**src/rtl/key_event_ctrl.sv**
```systemverilog
// Push-button front end: synchronizes and debounces four active-low keys, keeps
// per-key toggle state, and queues press/release events behind a valid/ready FWFT queue.
module key_event_ctrl #(
  parameter int DEBOUNCE_CYCLES = 500000,
  parameter int CNT_W           = 19,
  parameter int FIFO_DEPTH      = 4
) (
  input  logic       clk,
  input  logic       rst_n,
  input  logic [3:0] key_n,
  output logic [3:0] key_pressed,
  output logic [3:0] key_toggle,
  output logic       evt_valid,
  output logic [2:0] evt_code,
  input  logic       evt_ready,
  output logic       evt_overflow,
  input  logic       evt_clr
);

  localparam int PTR_W = (FIFO_DEPTH > 1) ? $clog2(FIFO_DEPTH) : 1;
  localparam int OCC_W = PTR_W + 1;
  localparam logic [CNT_W-1:0] CNT_ZERO  = CNT_W'(0);
  localparam logic [CNT_W-1:0] CNT_ONE   = CNT_W'(1);
  localparam logic [CNT_W-1:0] CNT_LAST  = CNT_W'(DEBOUNCE_CYCLES - 1);
  localparam logic [PTR_W-1:0] PTR_ZERO  = PTR_W'(0);
  localparam logic [PTR_W-1:0] PTR_ONE   = PTR_W'(1);
  localparam logic [OCC_W-1:0] OCC_ZERO  = OCC_W'(0);
  localparam logic [OCC_W-1:0] OCC_ONE   = OCC_W'(1);
  localparam logic [OCC_W-1:0] OCC_FULL  = OCC_W'(FIFO_DEPTH);

  logic [3:0]       sync1_r;
  logic [3:0]       sync2_r;
  logic [3:0]       stable_r;
  logic [CNT_W-1:0] cnt_r [4];
  logic [3:0]       toggle_r;
  logic [3:0]       pend_r;
  logic [3:0]       pdir_r;
  logic             ovf_r;
  logic [2:0]       mem_r [FIFO_DEPTH];
  logic [PTR_W-1:0] wr_ptr_r;
  logic [PTR_W-1:0] rd_ptr_r;
  logic [OCC_W-1:0] occ_r;

  logic [3:0]       stable_nxt_s;
  logic [CNT_W-1:0] cnt_nxt_s [4];
  logic [3:0]       trans_s;
  logic [3:0]       press_s;
  logic             push_s;
  logic             pop_s;
  logic [1:0]       push_idx_s;
  logic [2:0]       push_code_s;
  logic [3:0]       clr_s;
  logic [3:0]       pend_nxt_s;
  logic [3:0]       pdir_nxt_s;
  logic [3:0]       drop_s;
  logic             ovf_nxt_s;
  logic [OCC_W-1:0] occ_nxt_s;

  // Per-key debounce: count consecutive cycles the synchronized level differs from stable.
  always_comb begin
    stable_nxt_s = stable_r;
    cnt_nxt_s    = cnt_r;
    for (int i = 0; i < 4; i++) begin
      if (sync2_r[i] == stable_r[i]) begin
        cnt_nxt_s[i] = CNT_ZERO;
      end else if (cnt_r[i] == CNT_LAST) begin
        stable_nxt_s[i] = sync2_r[i];
        cnt_nxt_s[i]    = CNT_ZERO;
      end else begin
        cnt_nxt_s[i] = cnt_r[i] + CNT_ONE;
      end
    end
  end

  assign trans_s = stable_nxt_s ^ stable_r;
  assign press_s = trans_s & stable_r;

  // Arbiter: lowest-index pending key is pushed whenever the queue has room.
  always_comb begin
    casez (pend_r)
      4'b???1: push_idx_s = 2'd0;
      4'b??10: push_idx_s = 2'd1;
      4'b?100: push_idx_s = 2'd2;
      4'b1000: push_idx_s = 2'd3;
      default: push_idx_s = 2'd0;
    endcase
    push_s      = (|pend_r) && (occ_r < OCC_FULL);
    push_code_s = {push_idx_s, pdir_r[push_idx_s]};
    if (push_s) begin
      clr_s = 4'b0001 << push_idx_s;
    end else begin
      clr_s = 4'b0000;
    end
  end

  // Pending flags: an unserviced older event is kept and the newer one is dropped.
  always_comb begin
    pend_nxt_s = pend_r;
    pdir_nxt_s = pdir_r;
    drop_s     = 4'b0000;
    for (int i = 0; i < 4; i++) begin
      if (trans_s[i]) begin
        if (pend_r[i] && !clr_s[i]) begin
          drop_s[i] = 1'b1;
        end else begin
          pend_nxt_s[i] = 1'b1;
          pdir_nxt_s[i] = ~stable_nxt_s[i];
        end
      end else if (clr_s[i]) begin
        pend_nxt_s[i] = 1'b0;
      end else begin
        pend_nxt_s[i] = pend_r[i];
      end
    end
    if (|drop_s) begin
      ovf_nxt_s = 1'b1;
    end else if (evt_clr) begin
      ovf_nxt_s = 1'b0;
    end else begin
      ovf_nxt_s = ovf_r;
    end
  end

  assign pop_s = (occ_r != OCC_ZERO) && evt_ready;

  // Occupancy update; a pop at full never makes room for a same-cycle push.
  always_comb begin
    case ({push_s, pop_s})
      2'b10:   occ_nxt_s = occ_r + OCC_ONE;
      2'b01:   occ_nxt_s = occ_r - OCC_ONE;
      default: occ_nxt_s = occ_r;
    endcase
  end

  // Key path state: synchronizers, debounce, toggle, pending flags and overflow flag.
  always_ff @(posedge clk) begin
    if (!rst_n) begin
      sync1_r  <= 4'b1111;
      sync2_r  <= 4'b1111;
      stable_r <= 4'b1111;
      for (int i = 0; i < 4; i++) cnt_r[i] <= CNT_ZERO;
      toggle_r <= 4'b0000;
      pend_r   <= 4'b0000;
      pdir_r   <= 4'b0000;
      ovf_r    <= 1'b0;
    end else begin
      sync1_r  <= key_n;
      sync2_r  <= sync1_r;
      stable_r <= stable_nxt_s;
      for (int i = 0; i < 4; i++) cnt_r[i] <= cnt_nxt_s[i];
      toggle_r <= toggle_r ^ press_s;
      pend_r   <= pend_nxt_s;
      pdir_r   <= pdir_nxt_s;
      ovf_r    <= ovf_nxt_s;
    end
  end

  // Event queue storage and pointers.
  always_ff @(posedge clk) begin
    if (!rst_n) begin
      for (int i = 0; i < FIFO_DEPTH; i++) mem_r[i] <= 3'b000;
      wr_ptr_r <= PTR_ZERO;
      rd_ptr_r <= PTR_ZERO;
      occ_r    <= OCC_ZERO;
    end else begin
      if (push_s) begin
        mem_r[wr_ptr_r] <= push_code_s;
        wr_ptr_r        <= wr_ptr_r + PTR_ONE;
      end else begin
        wr_ptr_r <= wr_ptr_r;
      end
      if (pop_s) begin
        rd_ptr_r <= rd_ptr_r + PTR_ONE;
      end else begin
        rd_ptr_r <= rd_ptr_r;
      end
      occ_r <= occ_nxt_s;
    end
  end

  assign key_pressed  = ~stable_r;
  assign key_toggle   = toggle_r;
  assign evt_valid    = (occ_r != OCC_ZERO);
  assign evt_code     = evt_valid ? mem_r[rd_ptr_r] : 3'b000;
  assign evt_overflow = ovf_r;

endmodule
```
**config.mk**
```make
export PLATFORM = sky130hd
export DESIGN_NAME = key_event_ctrl
export DESIGN_NICKNAME = d
export VERILOG_FILES = /design/src/rtl/key_event_ctrl.sv
export SDC_FILE = /design/constraint.sdc
export NUM_CORES = 1
export LEC_CHECK = 0
export CAP_MARGIN = 15
export CORE_MARGIN = 10
export CORE_UTILIZATION = 50
export CTS_CLUSTER_DIAMETER = 30
export CTS_CLUSTER_SIZE = 25
export DETAILED_ROUTE_END_ITERATION = 10
export PLACE_DENSITY_LB_ADDON = 0.25
export SLEW_MARGIN = 0
export SYNTH_ARGS = -nofsm -noshare
export SYNTH_HDL_FRONTEND = slang
export SYNTH_SLANG_ARGS = --single-unit
```
**constraint.sdc**
```tcl
create_clock -name clk -period 3.5 [get_ports clk]
set_input_delay 0.525 -clock clk [delete_from_list [all_inputs] [get_ports clk]]
set_output_delay 0.525 -clock clk [all_outputs]
set_load 0.1 [all_outputs]
```
# Yosys cells after proc, flatten, opt, wreduce, memory -nomap -nowiden
# Memories as Yosys holds them, arrays and structs flattened. A register that Yosys moved wholly into a read port is not among the register bits.
# Cells that the tools add are included.
# op_classes
addsub,8
shift,1
multipliers,0
order_cmp,2
n_eq_ne,17
n_mux,45
bitwise,13
div,0
reduce_logical,32
# op_table
cell,n
"19-bit by 1-bit adder with 19-bit output, second input constant",4
"19-bit == test, second input constant",4
1-bit 2-to-1 mux,36
2-bit AND reduction,8
3-bit OR reduction,5
2-bit nonzero test,6
1-bit NOT,9
"2-bit != test, second input constant",4
4-bit OR reduction,2
4-bit bitwise XOR,2
1-bit logical AND,6
2-bit 2-to-1 mux,3
3-bit 2-to-1 mux,2
2-bit case mux with 3 select lines,1
3-bit case mux with 2 select lines,1
"2-bit by 1-bit adder with 2-bit output, second input constant",2
4-bit AND,1
1-bit == test,4
"2-bit == test, second input constant",2
"4-bit == test, second input constant",1
1-bit zero test,4
4-bit 2-to-1 mux,1
4-bit NOT,1
"1-bit by 2-bit left shift with 4-bit output, first input constant",1
other kinds (8),8
# word_totals
mem_count,1
mem_bits_ro,0
out_inout_bits,13
reg_bits,108
latch_bits,0
ramBits,12
# mem_list
name,words,word_bits,rd,rd_ports_with_merged_regs,write_ports,line,rtl
mem_r,4,3,1,1,4,39,logic [2:0] mem_r [FIFO_DEPTH];

# Depth between registers and ports, before layout
# depth
ltp_word,10
ltp_mapped,11
mapped_depth_nobuf,10

# Least setup slack after synthesis
# Ideal clock, no wire load.
# synth_timing
path_type,reg-to-reg
startpoint,reg occ_r[2]
endpoint,reg occ_r[2]
slack_ps,428
t_arrival_ps,2997
period_less_slack_ps,3072
setup_time_ps,76
stages_incl_launch_ff,11
path_cell_list,dfxtp_1 > clkbuf_1 > or3_1 > clkbuf_1 > and2_1 > ha_1 > inv_1 > fa_1 > xor2_1 > or3_1 > a21boi_0
# synth_via
elab_chain_cells,4
# synth_lines
element,line,rtl
start: declaration,42,logic [OCC_W-1:0] occ_r;
start signal: assignment,177,occ_r <= occ_nxt_s;
3-bit nonzero test *,n/a,
named net evt_valid,13,"output logic evt_valid,"
1-bit logical AND *,124,assign pop_s = (occ_r != OCC_ZERO) && evt_ready;
named net pop_s,49,logic pop_s;
2-bit by 1-bit == test with 1-bit output / 2-bit == test (equally long branches),128,"case ({push_s, pop_s})"
3-bit case mux with 2 select lines / 2-bit nonzero test (equally long branches),n/a,
# Mark *: on every way through the listed nets, which the timed path passes. The rest lies on a longest branch.
# A chain may end at the register's enable or synchronous reset.

# Worst setup path in the final report
# layout_timing
startpoint,reg cnt_r[38] (netlist bit)
endpoint,reg pdir_r[1]
# layout_via
elab_chain_cells,5
# layout_lines
element,line,rtl
start: declaration,34,logic [CNT_W-1:0] cnt_r [4];
19-bit == test *,66,end else if (cnt_r[i] == CNT_LAST) begin
1-bit 2-to-1 mux *,66,
1-bit 2-to-1 mux *,64,if (sync2_r[i] == stable_r[i]) begin
4-bit bitwise XOR,75,assign trans_s = stable_nxt_s ^ stable_r;
2-bit AND reduction (no line),n/a,
end signal: assignment,153,pdir_r <= pdir_nxt_s;
end: declaration,37,logic [3:0] pdir_r;
# Mark *: on every way between the ends. The rest lies on a longest branch, timed or not.

==> implementation parameters <==
Parameter                              Value

Synthesis
  Flops & latches, synth ... 122
  Number of distinct library cells after synthesis ... 53
  Predominant post-synthesis flop cell ... sky130_fd_sc_hd__dfxtp_1
  Synth Warn # ... 0
  Mapped Area ... 5540 µm²
  Number of enable flip-flop cells after synthesis ... 12
  Post-Syn Area per Cell ... 9.16 µm²
  Share of the synthesized area in the top cell type ... 0.398
  Asr flop ratio synth ... 0
  Number of instances in the synthesized netlist ... 604
  Portion of the post-synthesis area used by sequential elements ... 0.463
  Most area-hungry cell type in the Yosys netlist ... sky130_fd_sc_hd__dfxtp_1
  Number of nets produced by synthesis ... 622
  Top post-synthesis cells by area ... sky130_fd_sc_hd__dfxtp_1, sky130_fd_sc_hd__edfxtp_1, sky130_fd_sc_hd__xnor2_1, sky130_fd_sc_hd__nor2_1, sky130_fd_sc_hd__xor2_1

CTS
  Total CTS buffers ... 17
  CTS Hold Bufs ... 0
  Number of gates given a new drive strength after cts ... 0
  Max Root-Sink Buffers ... 2
  Clock insertion delay at the later pin of the skew report ... 520 ps
  Clock Root Buffer ... sky130_fd_sc_hd__clkbuf_8
  Number of post-CTS setup repair buffers ... 0
  Register clock-pin slew on the reported worst setup and hold paths ... 60 ps
  TritonCTS clock tree ... built
  CTS sink count ... 122
  Total number of H-tree levels ... 4

STA
  Hold violation count in the final report ... 0
  Final Max Slew Viols ... 0
  Slew at the pin closest to its max-slew limit ... 977 ps
  Finish-stage setup viols ... 0
  Ratio of final minimum period to clock period ... 0.808
  Normalized max-slew margin ... 0.346
  Clock period minus worst slack ... 2830 ps
  Fin worst setup slack ... 673 ps
  Setup clock skew after layout ... 9.63 ps
  RSZ-0062 raised after global routing ... no
  Sum of negative setup slack ... 0 ps
  Highest attainable clock frequency ... 354 MHz

Place
  Place WS ... 722 ps
  Inst Count DP ... 748
  Gp weighted congestion ... 0.825
  Total half-perimeter wirelength after legalization and detailed placement ... 7190 µm
  # port buffers ... 20

Floorplan
  Y dimension of the die ... 125 µm
  Die Area ... 15,700 µm²
  Number of standard-cell rows in the floorplan ... 38
  Starting utilization of the core area ... 0.511
  Die outline width ... 125 µm
  Io pins ... 21
  Core footprint ... 10,800 µm²

Critical path
  Ordered list of cells on the worst path ... ha_1, nand4_1, nor4_1, nand3_1, o21a_1, ha_1, inv_1, and4b_1, a311o_1
  Maximum net fanout on the critical path ... 5
  Cell family with the largest share of critical-path delay ... simple AND/OR/NAND/NOR gates
  Type of origin of the critical path ... register
  CP Data Required Time ... 3900 ps
  Crit path kind ... reg2reg
  Most common cell on crit path ... sky130_fd_sc_hd__ha_1
  Data arrival, critical path ... 3220 ps
  Delay of the slowest cell on the worst path ... 580 ps
  Critical Path End Type ... register
  Max stage delay cell, worst path ... sky130_fd_sc_hd__nor4_1
  Total buffers and inverters traversed by the critical path ... 1

GRT
  Pin count of the biggest net entering global routing ... 32
  Global-route wire length before repair ... 18,700 µm
  GRT Total Usage ... 0.141
  GRT overflow ... 0
  Initial antenna violation count ... 0
  Number of global-route vias before repair ... 4,044

Power and ir drop
  Power per cell area ... 532 nW/µm²
  Clock group share of total power ... 0.578
  Internal power summed over all cells ... 2.84 mW
  Leak pwr ... 2.18 nW
  Proportion of power drawn by flip-flops and latches ... 0.411
  Power dissipated by switching net loads ... 635 µW
  Maximum ir drop on the vdd rail ... 479 µV
  Combinational Power Share ... 0.011
  Net switching fraction of the power ... 0.183

Cells and area
  Final Instance Count excl. Fillers ... 780
  Area overhead of the layout relative to synthesis ... 17.8%
  Share of post-route cells with drive strength above 1 ... 0.0766
  Net count reported at finish ... 645
  Antenna diode count ... 0

Detailed routing
  Vias per cell ... 5.41
  Violation count after the first detailed-routing iteration ... 307
  Final wirelength ... 10,600 µm
  WL per Instance ... 13.6 µm
  Routed vias ... 4,218
  Antenna-violating nets left ... 0
  DRC ... 0
  First-pass iteration count of the detailed router ... 4

Run
  Count of maximum capacitance violations ... 0

Status
  Outcome ... finished clean

Min path
  Worst Hold Class ... reg2reg
-- worst register-to-register path, delay by kind of cell, from the launching register on --
kind	cells	cell delay, ps
simple gates	4	1210
compound gates	2	490
fa+ha+maj	2	560
buf+inv	1	80
flops	1	370
-- final cells by class --
class	count	area (µm²)
fill	916	4320
sequential	122	2560
tap	140	175
clock inverter	12	211
timing repair buffer	23	208
clock buffer	20	478
inverter	29	109
multi-input combinational	434	2780
-- registers in the layout (all words and copies together), names as in the netlist, named ones only --
register / cells
rd_ptr_r: 2
pdir_r: 4
sync2_r: 4
stable_r: 4
cnt_r: 76
mem_r: 12
occ_r: 3
wr_ptr_r: 2
sync1_r: 4
pend_r: 4
key_toggle: 4
evt_overflow: 1
-- metal layers --
metal  vias to the layer above  part of all wire  GRT usage  routed length, µm
li1                       2185                 -          -                  -
met1                      1965              0.49      0.174               5180
met2                        58              0.46      0.219               4860
met3                        10             0.041     0.0575                439
met4                         0            0.0095     0.0454                101
met5                         -                 0          0                  0
-- metrics by stage --
stage / total power, mW / utilization / area [µm²] / hold WS (ps)
after floorplan: 1.48 / - / 5540 / 386
after global placement: 1.49 / 0.538 / 5830 / 399
after detailed placement: 1.50 / 0.538 / 5830 / 399
after CTS: 3.51 / 0.601 / 6520 / 396
after global routing: 3.60 / 0.601 / 6520 / 404
final: 3.47 / 0.601 / 6520 / 406
-- power by group through the flow --
stage	combinational, mW	sequential (mW)	clock, mW
after floorplan	0.0260	1.45	0
after global routing	0.0441	1.43	2.13
after CTS	0.0399	1.43	2.04
after detailed placement	0.0396	1.46	0
after global placement	0.0385	1.46	0
final	0.0393	1.43	2.01
-- synthesized netlist by cell type, drive strengths merged, types with 2 or more instances --
cell / count
dfxtp: 110
nor2: 83
xnor2: 37
nand3: 35
nand2: 30
inv: 29
xor2: 28
a21oi: 20
nand4: 20
o21ai: 19
or3: 16
nor4: 15
and2: 14
clkbuf: 14
edfxtp: 12
nor3: 12
or4: 11
nand2b: 10
ha: 9
o31ai: 7
nand3b: 6
a21boi: 5
and3: 5
and4: 5
buf: 5
nor2b: 5
o311ai: 5
o31a: 4
mux4: 3
nor4b: 3
o211ai: 3
o21bai: 3
a31o: 2
and4b: 2
nor3b: 2
nor4bb: 2
o21a: 2
-- path summary, 6_finish.rpt --
path	start	to	slack, ps	depth (start not counted)
worst max-delay path	cnt_r[38]$_SDFF_PP0_	pdir_r[1]$_SDFFE_PN0P_	670	9
worst min-delay path	sync1_r[3]$_SDFF_PN1_	sync2_r[3]$_SDFF_PN1_	410	1
worst max register to register	cnt_r[38]$_SDFF_PP0_	pdir_r[1]$_SDFFE_PN0P_	670	9
worst min register to register	sync1_r[3]$_SDFF_PN1_	sync2_r[3]$_SDFF_PN1_	410	1
-- placed cells by master, fill, tap and decap left out, types with 5 or more instances in the layout --
| cell | n |
|---|---|
| sky130_fd_sc_hd__a21boi_0 | 5 |
| sky130_fd_sc_hd__a21oi_1 | 20 |
| sky130_fd_sc_hd__and2_1 | 14 |
| sky130_fd_sc_hd__and3_1 | 5 |
| sky130_fd_sc_hd__and4_1 | 5 |
| sky130_fd_sc_hd__buf_4 | 7 |
| sky130_fd_sc_hd__bufinv_16 | 6 |
| sky130_fd_sc_hd__clkbuf_16 | 18 |
| sky130_fd_sc_hd__clkdlybuf4s50_1 | 15 |
| sky130_fd_sc_hd__clkinv_2 | 5 |
| sky130_fd_sc_hd__dfxtp_1 | 110 |
| sky130_fd_sc_hd__edfxtp_1 | 12 |
| sky130_fd_sc_hd__ha_1 | 9 |
| sky130_fd_sc_hd__inv_1 | 29 |
| sky130_fd_sc_hd__nand2_1 | 30 |
| sky130_fd_sc_hd__nand2b_1 | 10 |
| sky130_fd_sc_hd__nand3_1 | 35 |
| sky130_fd_sc_hd__nand3b_1 | 6 |
| sky130_fd_sc_hd__nand4_1 | 20 |
| sky130_fd_sc_hd__nor2_1 | 83 |
| sky130_fd_sc_hd__nor2b_1 | 5 |
| sky130_fd_sc_hd__nor3_1 | 12 |
| sky130_fd_sc_hd__nor4_1 | 15 |
| sky130_fd_sc_hd__o21ai_0 | 19 |
| sky130_fd_sc_hd__o311ai_0 | 5 |
| sky130_fd_sc_hd__o31ai_1 | 7 |
| sky130_fd_sc_hd__or3_1 | 16 |
| sky130_fd_sc_hd__or4_1 | 10 |
| sky130_fd_sc_hd__xnor2_1 | 37 |
| sky130_fd_sc_hd__xor2_1 | 28 |
-- cell families (layout without fill, tap and decap cells) --
kind of cell,Yosys count,after routing,share of synthesized area
flops,122,122,0.463
compound gates,76,76,0.0943
mux,3,3,0.0122
buf+inv,48,84,0.0357
xor+xnor,65,65,0.103
simple gates,280,280,0.268
fa+ha+maj,10,10,0.0240
Note: power is estimated with default switching activity, not from simulation.
